$ cat src/rtl/fpu_pkg.sv
// rtl/fpu_pkg.sv - shared widths, status indices, FSM states and operand layout for fpu_core
//
// Build option: FPU_RNE_EN selects round-to-nearest-even in fpu_rounder.
// If it is not defined, results are truncated (round toward zero).
package fpu_pkg;

  localparam int EXP_W = 6;    // stored exponent width
  localparam int MAN_W = 25;   // stored fraction width
  localparam int BIAS  = 31;   // exponent bias
  localparam int XW    = 8;    // internal exponent width, wide enough to hold 64/65 on overflow

  localparam logic [XW-1:0] EXP_MAX = XW'((1 << EXP_W) - 1);

  // Bit positions inside status_out
  localparam int ST_EXACT   = 3;
  localparam int ST_OVF     = 2;
  localparam int ST_UNF     = 1;
  localparam int ST_INEXACT = 0;

  typedef enum logic [2:0] {LOAD, ALIGN, ADD, NORM, ROUND, OUT} state_t;

  typedef struct packed {
    logic             sign;
    logic [EXP_W-1:0] exp;
    logic [MAN_W-1:0] frac;
  } fp_t;

  // Working mantissa {hidden, frac, guard, round}; a zero exponent means the value is zero.
  function automatic logic [MAN_W+2:0] work_mant(input fp_t x);
    return (x.exp == '0) ? '0 : {1'b1, x.frac, 2'b00};
  endfunction

  function automatic logic [3:0] st_bit(input int idx);
    return 4'b0001 << idx;
  endfunction

endpackage

$ cat src/rtl/fpu_if.sv
// rtl/fpu_if.sv - operand/result bundle between a datapath master and fpu_core
//
// Signals: a, b (operands), op (bit 0 selects subtract), data_out (result), status_out (one-hot status)
// Modports: master drives operands and observes results; slave is the arithmetic unit.
interface fpu_if;
  import fpu_pkg::*;

  logic [EXP_W+MAN_W:0] a;
  logic [EXP_W+MAN_W:0] b;
  logic [1:0]           op;
  logic [EXP_W+MAN_W:0] data_out;
  logic [3:0]           status_out;

  modport master (output a, b, op, input data_out, status_out);
  modport slave  (input a, b, op, output data_out, status_out);

endinterface

$ cat src/rtl/fpu_rounder.sv
// rtl/fpu_rounder.sv - combinational rounding of a normalized mantissa
//
// Ports:
//   mant     in  {frac, guard, round} of the normalized result (hidden bit excluded)
//   sticky   in  OR of every bit below the round bit
//   exp_in   in  exponent before rounding
//   frac_out out rounded fraction
//   exp_out  out exponent after a possible rounding carry
//   inexact  out any of guard/round/sticky was nonzero
// Build option: FPU_RNE_EN enables round-to-nearest-even, otherwise truncate.
module fpu_rounder
  import fpu_pkg::*;
(
  input  logic [MAN_W+1:0] mant,
  input  logic             sticky,
  input  logic [XW-1:0]    exp_in,
  output logic [MAN_W-1:0] frac_out,
  output logic [XW-1:0]    exp_out,
  output logic             inexact
);

  logic           round_up;
  logic [MAN_W:0] frac_inc;

  always_comb begin
    inexact = mant[1] | mant[0] | sticky;
`ifdef FPU_RNE_EN
    // Above half, or exactly half with an odd LSB, rounds up.
    round_up = mant[1] & (mant[0] | sticky | mant[2]);
`else
    round_up = 1'b0;
`endif
    frac_inc = {1'b0, mant[MAN_W+1:2]} + {{MAN_W{1'b0}}, round_up};
    frac_out = frac_inc[MAN_W-1:0];
    // An all-ones fraction rolling over becomes 1.0 at the next exponent.
    exp_out  = exp_in + {{(XW-1){1'b0}}, frac_inc[MAN_W]};
  end

endmodule

$ cat src/rtl/fpu_core.sv
// rtl/fpu_core.sv - sequential add/subtract unit for the sign/6b-exp/25b-frac format
//
// Ports:
//   clk    in  rising-edge clock
//   reset  in  asynchronous active-high reset
//   bus    fpu_if.slave: a, b, op in; data_out, status_out out (registered)
// Runs LOAD -> ALIGN -> ADD -> NORM -> ROUND -> OUT forever; outputs change only in OUT.
// Build option: FPU_RNE_EN (see fpu_rounder).
module fpu_core
  import fpu_pkg::*;
(
  input  logic clk,
  input  logic reset,
  fpu_if.slave bus
);

  localparam int MW = MAN_W + 3;  // {hidden, frac, guard, round}
  localparam int SW = MW + 2;     // {carry, mantissa, sticky}

  state_t state, next_state;

  fp_t fa, fb;
  logic          sa, sb, sta, stb;
  logic [XW-1:0] ea, eb;
  logic [MW-1:0] ma, mb;

  logic          rs, rstk, carry;
  logic [XW-1:0] re;
  logic [MW-1:0] rm;

  logic             fin_sign, fin_zero, fin_unf, fin_inexact;
  logic [XW-1:0]    fin_exp;
  logic [MAN_W-1:0] fin_frac;

  logic [SW-1:0]    ext_a, ext_b, sum;
  logic             a_ge_b;
  logic [XW-1:0]    ediff;
  logic [MAN_W-1:0] rnd_frac;
  logic [XW-1:0]    rnd_exp;
  logic             rnd_inexact;

  assign fa = bus.a;
  assign fb = bus.b;

  // Sticky rides along as the lowest arithmetic bit: when subtracting, a set sticky
  // borrows one unit so the bits above it are the exact truncated difference.
  always_comb begin
    ext_a  = {1'b0, ma, sta};
    ext_b  = {1'b0, mb, stb};
    a_ge_b = (ext_a >= ext_b);
    if (sa == sb)    sum = ext_a + ext_b;
    else if (a_ge_b) sum = ext_a - ext_b;
    else             sum = ext_b - ext_a;
    ediff = (ea >= eb) ? (ea - eb) : (eb - ea);
  end

  fpu_rounder u_rounder (
    .mant     (rm[MW-2:0]),
    .sticky   (rstk),
    .exp_in   (re),
    .frac_out (rnd_frac),
    .exp_out  (rnd_exp),
    .inexact  (rnd_inexact)
  );

  always_ff @(posedge clk or posedge reset) begin
    if (reset) state <= LOAD;
    else       state <= next_state;
  end

  always_comb begin
    next_state = state;
    case (state)
      LOAD:  next_state = ALIGN;
      ALIGN: if (ea == eb) next_state = ADD;
      ADD:   next_state = NORM;
      NORM:  if (carry || rm == '0 || rm[MW-1] || re == '0) next_state = ROUND;
      ROUND: next_state = OUT;
      OUT:   next_state = LOAD;
      default: next_state = LOAD;
    endcase
  end

  always_ff @(posedge clk or posedge reset) begin
    if (reset) begin
      sa <= 1'b0; sb <= 1'b0; sta <= 1'b0; stb <= 1'b0;
      ea <= '0; eb <= '0; ma <= '0; mb <= '0;
      rs <= 1'b0; rstk <= 1'b0; carry <= 1'b0; re <= '0; rm <= '0;
      fin_sign <= 1'b0; fin_zero <= 1'b0; fin_unf <= 1'b0; fin_inexact <= 1'b0;
      fin_exp <= '0; fin_frac <= '0;
      bus.data_out   <= '0;
      bus.status_out <= '0;
    end else begin
      case (state)
        LOAD: begin
          sa  <= fa.sign;
          // Only op[0] matters; the reduction keeps op[1] a harmless don't-care.
          sb  <= fb.sign ^ (^(bus.op & 2'b01));
          ea  <= XW'(fa.exp);
          eb  <= XW'(fb.exp);
          ma  <= work_mant(fa);
          mb  <= work_mant(fb);
          sta <= 1'b0;
          stb <= 1'b0;
        end
        ALIGN: begin
          if (ea > eb) begin
            if (ediff > XW'(MW - 1)) begin
              mb <= '0; stb <= stb | (|mb); eb <= ea;
            end else begin
              mb <= mb >> 1; stb <= stb | mb[0]; eb <= eb + XW'(1);
            end
          end else if (eb > ea) begin
            if (ediff > XW'(MW - 1)) begin
              ma <= '0; sta <= sta | (|ma); ea <= eb;
            end else begin
              ma <= ma >> 1; sta <= sta | ma[0]; ea <= ea + XW'(1);
            end
          end
        end
        ADD: begin
          rs    <= (sa == sb || a_ge_b) ? sa : sb;
          re    <= ea;
          carry <= sum[SW-1];
          rm    <= sum[SW-2:1];
          rstk  <= sum[0];
        end
        NORM: begin
          if (carry) begin
            rm    <= {1'b1, rm[MW-1:1]};
            rstk  <= rstk | rm[0];
            re    <= re + XW'(1);
            carry <= 1'b0;
          end else if (rm != '0 && !rm[MW-1] && re != '0) begin
            // Sticky can only be set when a single left shift is needed; feeding it
            // into the round bit keeps round|sticky correct after that shift.
            rm <= {rm[MW-2:0], rstk};
            re <= re - XW'(1);
          end
        end
        ROUND: begin
          fin_sign    <= rs;
          fin_zero    <= (rm == '0);
          fin_unf     <= (re == '0);
          fin_frac    <= rnd_frac;
          fin_exp     <= rnd_exp;
          fin_inexact <= rnd_inexact;
        end
        OUT: begin
          if (fin_zero) begin
            bus.data_out   <= '0;
            bus.status_out <= st_bit(ST_EXACT);
          end else if (fin_exp > EXP_MAX) begin
            bus.data_out   <= {fin_sign, {EXP_W{1'b1}}, {MAN_W{1'b1}}};
            bus.status_out <= st_bit(ST_OVF);
          end else if (fin_unf) begin
            bus.data_out   <= {fin_sign, {(EXP_W + MAN_W){1'b0}}};
            bus.status_out <= st_bit(ST_UNF);
          end else begin
            bus.data_out   <= {fin_sign, fin_exp[EXP_W-1:0], fin_frac};
            bus.status_out <= fin_inexact ? st_bit(ST_INEXACT) : st_bit(ST_EXACT);
          end
        end
        default: ;
      endcase
    end
  end

endmodule

$ cat src/flat_wrapper.sv
// flat-port wrapper written by rule: the top's interface ports become plain ports
module fpu_core_flat import fpu_pkg::*;
  (clk, reset, bus_a, bus_b, bus_op, bus_data_out, bus_status_out);
  fpu_if bus_i ();
  input  logic clk;
  input  logic reset;
  input wire logic [$bits(bus_i.a)-1:0] bus_a;
  input wire logic [$bits(bus_i.b)-1:0] bus_b;
  input wire logic [$bits(bus_i.op)-1:0] bus_op;
  output wire logic [$bits(bus_i.data_out)-1:0] bus_data_out;
  output wire logic [$bits(bus_i.status_out)-1:0] bus_status_out;
  assign bus_i.a = bus_a;
  assign bus_i.b = bus_b;
  assign bus_i.op = bus_op;
  assign bus_data_out = bus_i.data_out;
  assign bus_status_out = bus_i.status_out;
  fpu_core u_core (.clk(clk), .reset(reset), .bus(bus_i));
endmodule
$ cat config.mk
export PLATFORM = sky130hd
export DESIGN_NAME = fpu_core_flat
export DESIGN_NICKNAME = d
export VERILOG_FILES = /design/src/rtl/fpu_pkg.sv /design/src/rtl/fpu_if.sv /design/src/rtl/fpu_rounder.sv /design/src/rtl/fpu_core.sv /design/src/flat_wrapper.sv
export SDC_FILE = /design/constraint.sdc
export NUM_CORES = 1
export LEC_CHECK = 0
export CAP_MARGIN = 40
export CORE_MARGIN = 5
export CORE_UTILIZATION = 45
export CTS_CLUSTER_DIAMETER = 200
export CTS_CLUSTER_SIZE = 24
export DETAILED_ROUTE_END_ITERATION = 8
export PLACE_DENSITY = 0.65
export SLEW_MARGIN = 20
export SYNTH_ARGS = -nofsm -noshare
export SYNTH_HDL_FRONTEND = slang
export SYNTH_HIERARCHICAL = 1
export SYNTH_SLANG_ARGS = --single-unit
$ cat constraint.sdc
create_clock -name clk -period 6.1 [get_ports clk]
set_input_delay 1.22 -clock clk [delete_from_list [all_inputs] [get_ports clk]]
set_output_delay 1.22 -clock clk [all_outputs]
set_load 0.02 [all_outputs]
==> reports/metrics.yaml, run 1 <==
status: "finished, final reports clean"
ys_types: 76
cts.sinks: 191
fin_nets: 1847
synth_edf_count: 0
clkTransAtPathRegs_ns: 0.09
relSlewSlack_pct: 45.71
yosysMostFrequentCell: "dfrtp_1"
cts_made_buffers: 17
tns_ns: 0
ctsHoldBuffers: 0
grt_usage_pct: 22.51
ys_seq_elements: 191
fmax_mhz: 215.5
die-area_um2: 35600
grt_overflow: 0
grt_pass1_wl_um: 66270
cp.arrival_ns: 4.99
ios: 104
synth_nets: 1834
chipHeight_um: 188.7
holdCritPathClass: "flip-flop to flip-flop"
finalHoldWorstSlack_ns: 0.4809
grt_setup_unrepaired: "false"
portBuffers: 102
ys_top_cells_by_area: "dfrtp_1, ha_1, a21oi_1"
drt_iter0_markers: 1308
post-route-util_pct: 51.10
place_congestion: 0.9515
fillers: 2990
final_hold_viol_count: 0
antenna_found_initial: 0
maxCapViolCount: 0
synth_warnings: 6
avgSynthCellArea_um2: 8.712
setup_viol: 0
row_count: 65
critPathKind: "flip-flop to flip-flop"
wirelength_um: 40900
cp-start-kind: "flip-flop"
cts_resized: 0
num_antenna_cells: 0
synthCells: 1649
grt_max_degree: 95
place_hpwl_um: 30970
core_area_um2: 31560
viasPerCell: 6.088
cts_setup_buffers: 0
drive_above_1_share_pct: 7.403
syn_to_final_growth_pct: 12.24
ys_seq_area_share_pct: 33.27
critPathMaxFanout: 29
wl_per_cell_um: 19.69
synth_area_um2: 14370
drc: 0
clk-insertion-delay-late_ns: 0.44
synth_top_area_share_pct: 33.27
cts_max_level: 4
stdcell_count: 2077
cts_tree: "done"
cts_root_buf: "clkbuf_16"
async_flop_share_pct: 100.0
drv_slew: 0
period_share_pct: 76.08
worstSetupEndpointType: "flip-flop"
clock_path_buffers: 2
period_minus_slack_ns: 4.641
initial_core_util_pct: 45.53
required_ns: 6.45
dieWidth_um: 188.7
tightestPinTransition_ns: 0.8114
drt_first_pass_iters: 7
skew_ns: 0.01459
yosys.area.top_type: "dfrtp_1"
grt_pass1_vias: 12089
ant_nets: 0
vias: 12645
dp_cells: 2045
synthTopCellsByCount: "dfrtp_1, inv_1, a21oi_1, ha_1, nor2_1"
ys.flop_type: "dfrtp_1"
final timing paths:
kind / startpoint / end / slack (ns) / cells after the start
min in group asynchronous: reset / u_core/bus.data_out[28]$_DFFE_PP0N_ / 1.19 / 2
worst max-delay path: u_core/eb[0]$_DFFE_PP0P_ / u_core/eb[6]$_DFFE_PP0P_ / 1.46 / 13
worst min-delay path: u_core/bus.status_out[3]$_DFFE_PP0N_ / u_core/bus.status_out[3]$_DFFE_PP0N_ / 0.48 / 2
worst max register to register: u_core/eb[0]$_DFFE_PP0P_ / u_core/eb[6]$_DFFE_PP0P_ / 1.46 / 13
worst min register to register: u_core/bus.status_out[3]$_DFFE_PP0N_ / u_core/bus.status_out[3]$_DFFE_PP0N_ / 0.48 / 2
max in group asynchronous: reset / u_core/fin_frac[14]$_DFFE_PP0P_ / 3.89 / 4
kinds of logic after synthesis:
family,after synthesis,share of synthesized area (%)
AO/OA/AOI/OAI,532,25.66
buffers and inverters,305,9.162
XOR/XNOR,45,2.743
AND/OR/NAND/NOR,385,13.18
flip-flops,191,33.27
adder cells (fa/ha/maj),117,10.50
multiplexers,74,5.487
cell usage in the layout, fill, tap and decap left out, types with 8 or more instances in the layout:
master           instances
inv_1                  171
o221ai_1                10
nor2_1                 100
nor3_1                  53
a21o_1                  34
ha_1                   111
o31ai_1                 12
clkbuf_16               17
dfrtp_1                191
a221o_1                 33
nand3_1                 29
a222oi_1                50
xnor2_1                 39
nand2_1                 79
nor2b_1                 14
nor4_1                  36
mux2_2                  38
buf_4                   20
a211oi_1                12
clkdlybuf4s50_1        102
nand4_1                 18
o21ai_0                 90
a31oi_1                 19
o21bai_1                18
mux2i_1                 36
nand2b_1                13
and3_1                   8
a22oi_1                 13
or3_1                    8
o211ai_1                10
a21oi_1                146
state kept, by name (all words and copies together), names as in the netlist, 4 cells and up:
name                   cells
u_core/bus.data_out       32
u_core/ma                 28
u_core/mb                 28
u_core/rm                 28
u_core/fin_frac           25
u_core/ea                  8
u_core/eb                  8
u_core/fin_exp             8
u_core/re                  8
u_core/bus.status_out      4
critical path, stage by stage (launching register included):
cell and delay [ns]:
dfrtp_1 0.58, ha_1 0.22, inv_1 0.06, fa_1 0.39, a21o_1 0.23, a211o_1 0.32, a21oi_1 0.53, mux2_2 0.41
a31oi_2 0.17, xnor2_1 0.12, or4_4 0.70, nor2_4 0.53, a21oi_1 0.14, o22ai_1 0.15
metrics by stage:
| step | setup slack, ns | cell area (um^2) |
|---|---|---|
| floorplan | 2.349 | 14370 |
| global placement | 1.601 | 15430 |
| detailed placement | 1.568 | 15500 |
| CTS | 1.539 | 16120 |
| global route | 1.265 | 16120 |
| finish | 1.459 | 16120 |
per-layer routing:
| metal | wire, um | vias up | track usage (%) | part of all wire, % |
|---|---|---|---|---|
| met3 | 3110 | 44 | 4.335 | 7.6 |
| met4 | 790 | 0 | 5.689 | 1.9 |
| li1 | - | 6048 | - | - |
| met1 | 19700 | 6040 | 34.13 | 48 |
| met2 | 17300 | 513 | 33.01 | 42 |
| met5 | 0 | - | 0 | 0 |
area by class of cell:
class / instances / area [um^2] / share of cell area [%]
Multi-Input combinational cell: 1153 / 8312 / 51.55
Sequential cell: 191 / 4780 / 29.64
Timing Repair Buffer: 127 / 1256 / 7.791
Inverter: 172 / 649.4 / 4.027
Tap cell: 402 / 503.0 / 3.119
Clock buffer: 17 / 425.4 / 2.638
Clock inverter: 15 / 198.9 / 1.234
Power of run 1 is left out: the tool's default activity adds up to more than one toggle a clock period on the data nets, which glitch-free logic cannot reach.
==> inputs of run 2 (changes only) <==
PLACE_DENSITY = 0.63   (was 0.65)
clock period = 4.8 ns   (was 6.1 ns; I/O delays follow)
==> run 2 against run 1 <==
Net effect:
- worst hold slack improved by 0.0051 ns
- global-route usage grew 0.53 points
- critical endpoint is now u_core/eb[7]$_DFFE_PP0P_
- sequential share of layout area fell by 0.34 points
- clock skew decreased by 0.0044 ns
- maximum frequency up 5.8%
- register-to-register slack worse by 1.0 ns
- setup slack got worse by 1.0 ns
- final area grew 1.2%
==> reports/metrics.yaml, run 2 (synthesis results as in run 1) <==
status: "finished, final reports clean"
period_share_pct: 91.42
portBuffers: 102
antenna_found_initial: 0
ios: 104
grt_overflow: 0
cts_resized: 0
fmax_mhz: 227.9
core_area_um2: 31560
initial_core_util_pct: 45.53
grt_usage_pct: 23.05
drive_above_1_share_pct: 8.387
chipHeight_um: 188.7
place_congestion: 0.9825
skew_ns: 0.01023
grt_setup_unrepaired: "false"
tns_ns: 0
required_ns: 5.17
cts_made_buffers: 17
regMostFlops: "u_core/bus.data_out"
clkTransAtPathRegs_ns: 0.08
drc: 0
wirelength_um: 41540
clk-insertion-delay-late_ns: 0.45
die-area_um2: 35600
place_hpwl_um: 31520
relSlewSlack_pct: 44.66
cp-start-kind: "flip-flop"
row_count: 65
tightestPinTransition_ns: 0.8301
syn_to_final_growth_pct: 13.55
ctsHoldBuffers: 0
most-common-layout-cells: "dfrtp_1, inv_1, a21oi_1"
dieWidth_um: 188.7
place_ws_ns: 0.4519
cts_tree: "done"
drt_first_pass_iters: 6
viasPerCell: 6.067
grt_pass1_wl_um: 67490
cts.sinks: 191
ant_nets: 0
drt_iter0_markers: 1475
holdCritPathClass: "flip-flop to flip-flop"
maxCapViolCount: 0
finalHoldWorstSlack_ns: 0.4860
largest_reg_flops: 32
fillers: 2995
num_antenna_cells: 0
vias: 12711
drv_slew: 0
final_hold_viol_count: 0
layout_commonest_cell: "dfrtp_1"
cts_root_buf: "clkbuf_16"
wl_per_cell_um: 19.83
grt_max_degree: 120
critPathMaxFanout: 28
cts_setup_buffers: 0
period_minus_slack_ns: 4.388
post-route-util_pct: 51.70
critPathKind: "flip-flop to flip-flop"
clock_path_buffers: 2
setup_viol: 0
grt_pass1_vias: 12203
cp.arrival_ns: 4.76
worst_slack_ns: 0.4119
fin_nets: 1865
cts_max_level: 4
worstSetupEndpointType: "flip-flop"
==> run 2: changes by cell type in the layout (fill, tap and decap cells not counted) <==
cell	change
inv_12	-2
inv_6	-3
clkinv_4	+1
buf_12	+1
buf_6	+1
bufinv_16	+3
buf_4	+17
clkdlybuf4s15_2	-1
clkinv_8	-2
inv_8	+3
==> run 2: path summary, 6_finish.rpt <==
path	startpoint	end	slack, ns	depth (start not counted)
setup reg to reg	u_core/ea[0]$_DFFE_PP0P_	u_core/eb[7]$_DFFE_PP0P_	0.41	15
hold reg to reg	u_core/bus.status_out[2]$_DFFE_PP0N_	u_core/bus.status_out[2]$_DFFE_PP0N_	0.49	1
setup / recovery	u_core/ea[0]$_DFFE_PP0P_	u_core/eb[7]$_DFFE_PP0P_	0.41	15
hold / removal	u_core/bus.status_out[2]$_DFFE_PP0N_	u_core/bus.status_out[2]$_DFFE_PP0N_	0.49	1
max in group asynchronous	reset	u_core/ma[17]$_DFFE_PP0P_	3.10	3
min in group asynchronous	reset	u_core/bus.data_out[26]$_DFFE_PP0N_	0.78	2
==> run 2: final cells by class <==
class | count | area, um^2 | share of cell area [%]
multi-input cells | 1153 | 8312 | 50.95
flip-flops and latches | 191 | 4780 | 29.30
repair buffers | 145 | 1404 | 8.606
inverters | 172 | 649.4 | 3.981
well taps | 402 | 503.0 | 3.083
clock buffers | 17 | 425.4 | 2.608
clock inverters | 15 | 240.2 | 1.473
==> run 2: worst max-delay path, cell delays in order (launching register included) <==
cell and delay (ns):
dfrtp_1 0.49, inv_1 0.16, ha_1 0.16, inv_1 0.06
fa_1 0.39, a21o_1 0.23, a211o_1 0.31, a21oi_1 0.47
mux2_2 0.40, a31oi_2 0.16, xnor2_1 0.11, or4_4 0.69
nor2_4 0.13, buf_4 0.29, a21oi_1 0.12, o22ai_1 0.14
==> run 2: per-layer routing <==
metal / part of all wire (%) / wire length (um) / vias up / track usage [%]
met4: 1.3 / 549 / 0 / 4.596
li1: - / - / 6085 / -
met2: 42 / 17580 / 486 / 33.85
met5: 0 / 0 / - / 0
met1: 50 / 20660 / 6108 / 35.62
met3: 6.6 / 2757 / 32 / 4.076
==> run 2: stage by stage <==
step / std cells / area [um^2]
after floorplan: 1649 / 14370
after CTS: 2095 / 16310
after global placement: 2058 / 15570
after global routing: 2095 / 16310
after detailed placement: 2063 / 15650
final: 2095 / 16310
Power of run 2 is left out for the same reason.
==> inputs of run 3 (changes only) <==
CORE_ASPECT_RATIO = 0.7   (was default)
PLACE_DENSITY = 0.69   (was 0.63)
==> run 3 against run 2 <==
Net effect:
- worst hold slack gained 0.0051 ns
- via count grew 3.0%
- first-iteration DRC count grew 11%
- sequential cell count is the same
- global-route usage grew 1.8 points
- maximum frequency grew 2.8%
==> reports/metrics.yaml, run 3 (synthesis results as in run 1) <==
cts_root_buf: "clkbuf_16"
ios: 104
period_share_pct: 88.93
stdcell_count: 2112
drive_above_1_share_pct: 8.333
regMostFlops: "u_core/bus.data_out"
status: "finished, final reports clean"
drc: 0
ff_latch_area_um2: 4780
setup_viol: 0
place_hpwl_um: 33850
grt_usage_pct: 24.89
dp_cells: 2080
critPathMaxFanout: 28
grt_pass1_vias: 12362
drv_slew: 0
cts_tree: "done"
tightestPinTransition_ns: 0.8157
grt_pass1_wl_um: 71330
viasPerCell: 6.201
fillers: 2967
period_minus_slack_ns: 4.269
cts_resized: 0
drt_first_pass_iters: 9
tns_ns: 0
grt_overflow: 0
holdCritPathClass: "flip-flop to flip-flop"
cts_max_level: 4
initial_core_util_pct: 45.83
clk-insertion-delay-late_ns: 0.46
drt_iter0_markers: 1635
critPathKind: "flip-flop to flip-flop"
clkTransAtPathRegs_ns: 0.08
fin_nets: 1864
row_count: 54
critPathSlowestCell: "or4_4"
cts.sinks: 191
fmax_mhz: 234.3
ant_nets: 0
skew_ns: 0.01296
final_hold_viol_count: 0
place_ws_ns: 0.6011
required_ns: 5.17
multi_input_area_um2: 8314
layout_commonest_cell: "dfrtp_1"
vias: 13097
critPathMaxStageDelay_ns: 0.69
grt_max_degree: 126
cp.arrival_ns: 4.64
antenna_found_initial: 0
cp_cell_sequence: "inv_1 -> ha_1 -> inv_1 -> fa_1 -> a21o_1 -> a211oi_2 -> o21ai_2 -> or4_4 -> a31oi_2 -> xnor2_1 -> or4_4 -> nor2_2 -> buf_12 -> a21oi_1 -> o22ai_1"
most-common-layout-cells: "dfrtp_1, inv_1, a21oi_1"
wl_per_cell_um: 21.29
chipHeight_um: 159.5
maxCapViolCount: 0
place_congestion: 0.9967
largest_reg_flops: 32
dieWidth_um: 223.6
cts_made_buffers: 17
wirelength_um: 44960
worstSetupEndpointType: "flip-flop"
portBuffers: 102
cp-start-kind: "flip-flop"
relSlewSlack_pct: 45.29
core_area_um2: 31350
grt_setup_unrepaired: "false"
die-area_um2: 35660
num_antenna_cells: 0
cts_setup_buffers: 0
clock_path_buffers: 2
syn_to_final_growth_pct: 13.06
ctsHoldBuffers: 0
worst_slack_ns: 0.5313
-- run 3: critical path: cells and delay by family, from the launching register on --
| family | cells | cell delay [ns] |
|---|---|---|
| and+or+nand+nor | 3 | 1.46 |
| AOI/OAI and AO/OA | 6 | 1.14 |
| adders and majority gates | 2 | 0.53 |
| DFF | 1 | 0.50 |
| buffers and inverters | 3 | 0.44 |
| xor gates and xnor gates | 1 | 0.11 |
-- run 3: path summary, 6_finish.rpt --
check / endpoint / cells past startpoint / slack (ns) / from
setup / recovery: u_core/ea[6]$_DFFE_PP0P_ / 15 / 0.53 / u_core/ea[0]$_DFFE_PP0P_
max in group asynchronous: u_core/mb[27]$_DFFE_PP0P_ / 3 / 3.22 / reset
min in group asynchronous: u_core/ea[5]$_DFFE_PP0P_ / 3 / 0.94 / reset
setup reg to reg: u_core/ea[6]$_DFFE_PP0P_ / 15 / 0.53 / u_core/ea[0]$_DFFE_PP0P_
hold reg to reg: u_core/bus.status_out[1]$_DFFE_PP0N_ / 2 / 0.49 / u_core/bus.status_out[1]$_DFFE_PP0N_
hold / removal: u_core/bus.status_out[1]$_DFFE_PP0N_ / 2 / 0.49 / u_core/bus.status_out[1]$_DFFE_PP0N_
-- run 3: stage by stage --
stage	util (%)	cell area (um^2)	hold WS, ns
5_1_grt	51.81	16240	0.5238
6_report	51.81	16240	0.4911
2_1_floorplan	-	14370	0.4756
4_1_cts	51.81	16240	0.4981
3_3_place_gp	49.79	15610	0.4622
3_5_place_dp	50.04	15690	0.4814
-- run 3: area by class of cell --
| cell class | instances | area share, % |
|---|---|---|
| inverters | 172 | 3.998 |
| clock buffers | 18 | 2.642 |
| clock inverters | 14 | 0.7781 |
| well taps | 420 | 3.236 |
| multi-input cells | 1153 | 51.19 |
| repair buffers | 144 | 8.728 |
| flip-flops and latches | 191 | 29.43 |
-- run 3: routing by layer --
| metal | routed length [um] | vias to the layer above | track usage [%] | share of wire, % |
|---|---|---|---|---|
| met4 | 943 | 0 | 6.540 | 2.1 |
| met5 | 0 | - | 0 | 0 |
| li1 | - | 6078 | - | - |
| met1 | 21180 | 6387 | 37.50 | 47 |
| met3 | 4302 | 59 | 7.409 | 9.6 |
| met2 | 18540 | 573 | 34.65 | 41 |
Power of run 3 is left out for the same reason.
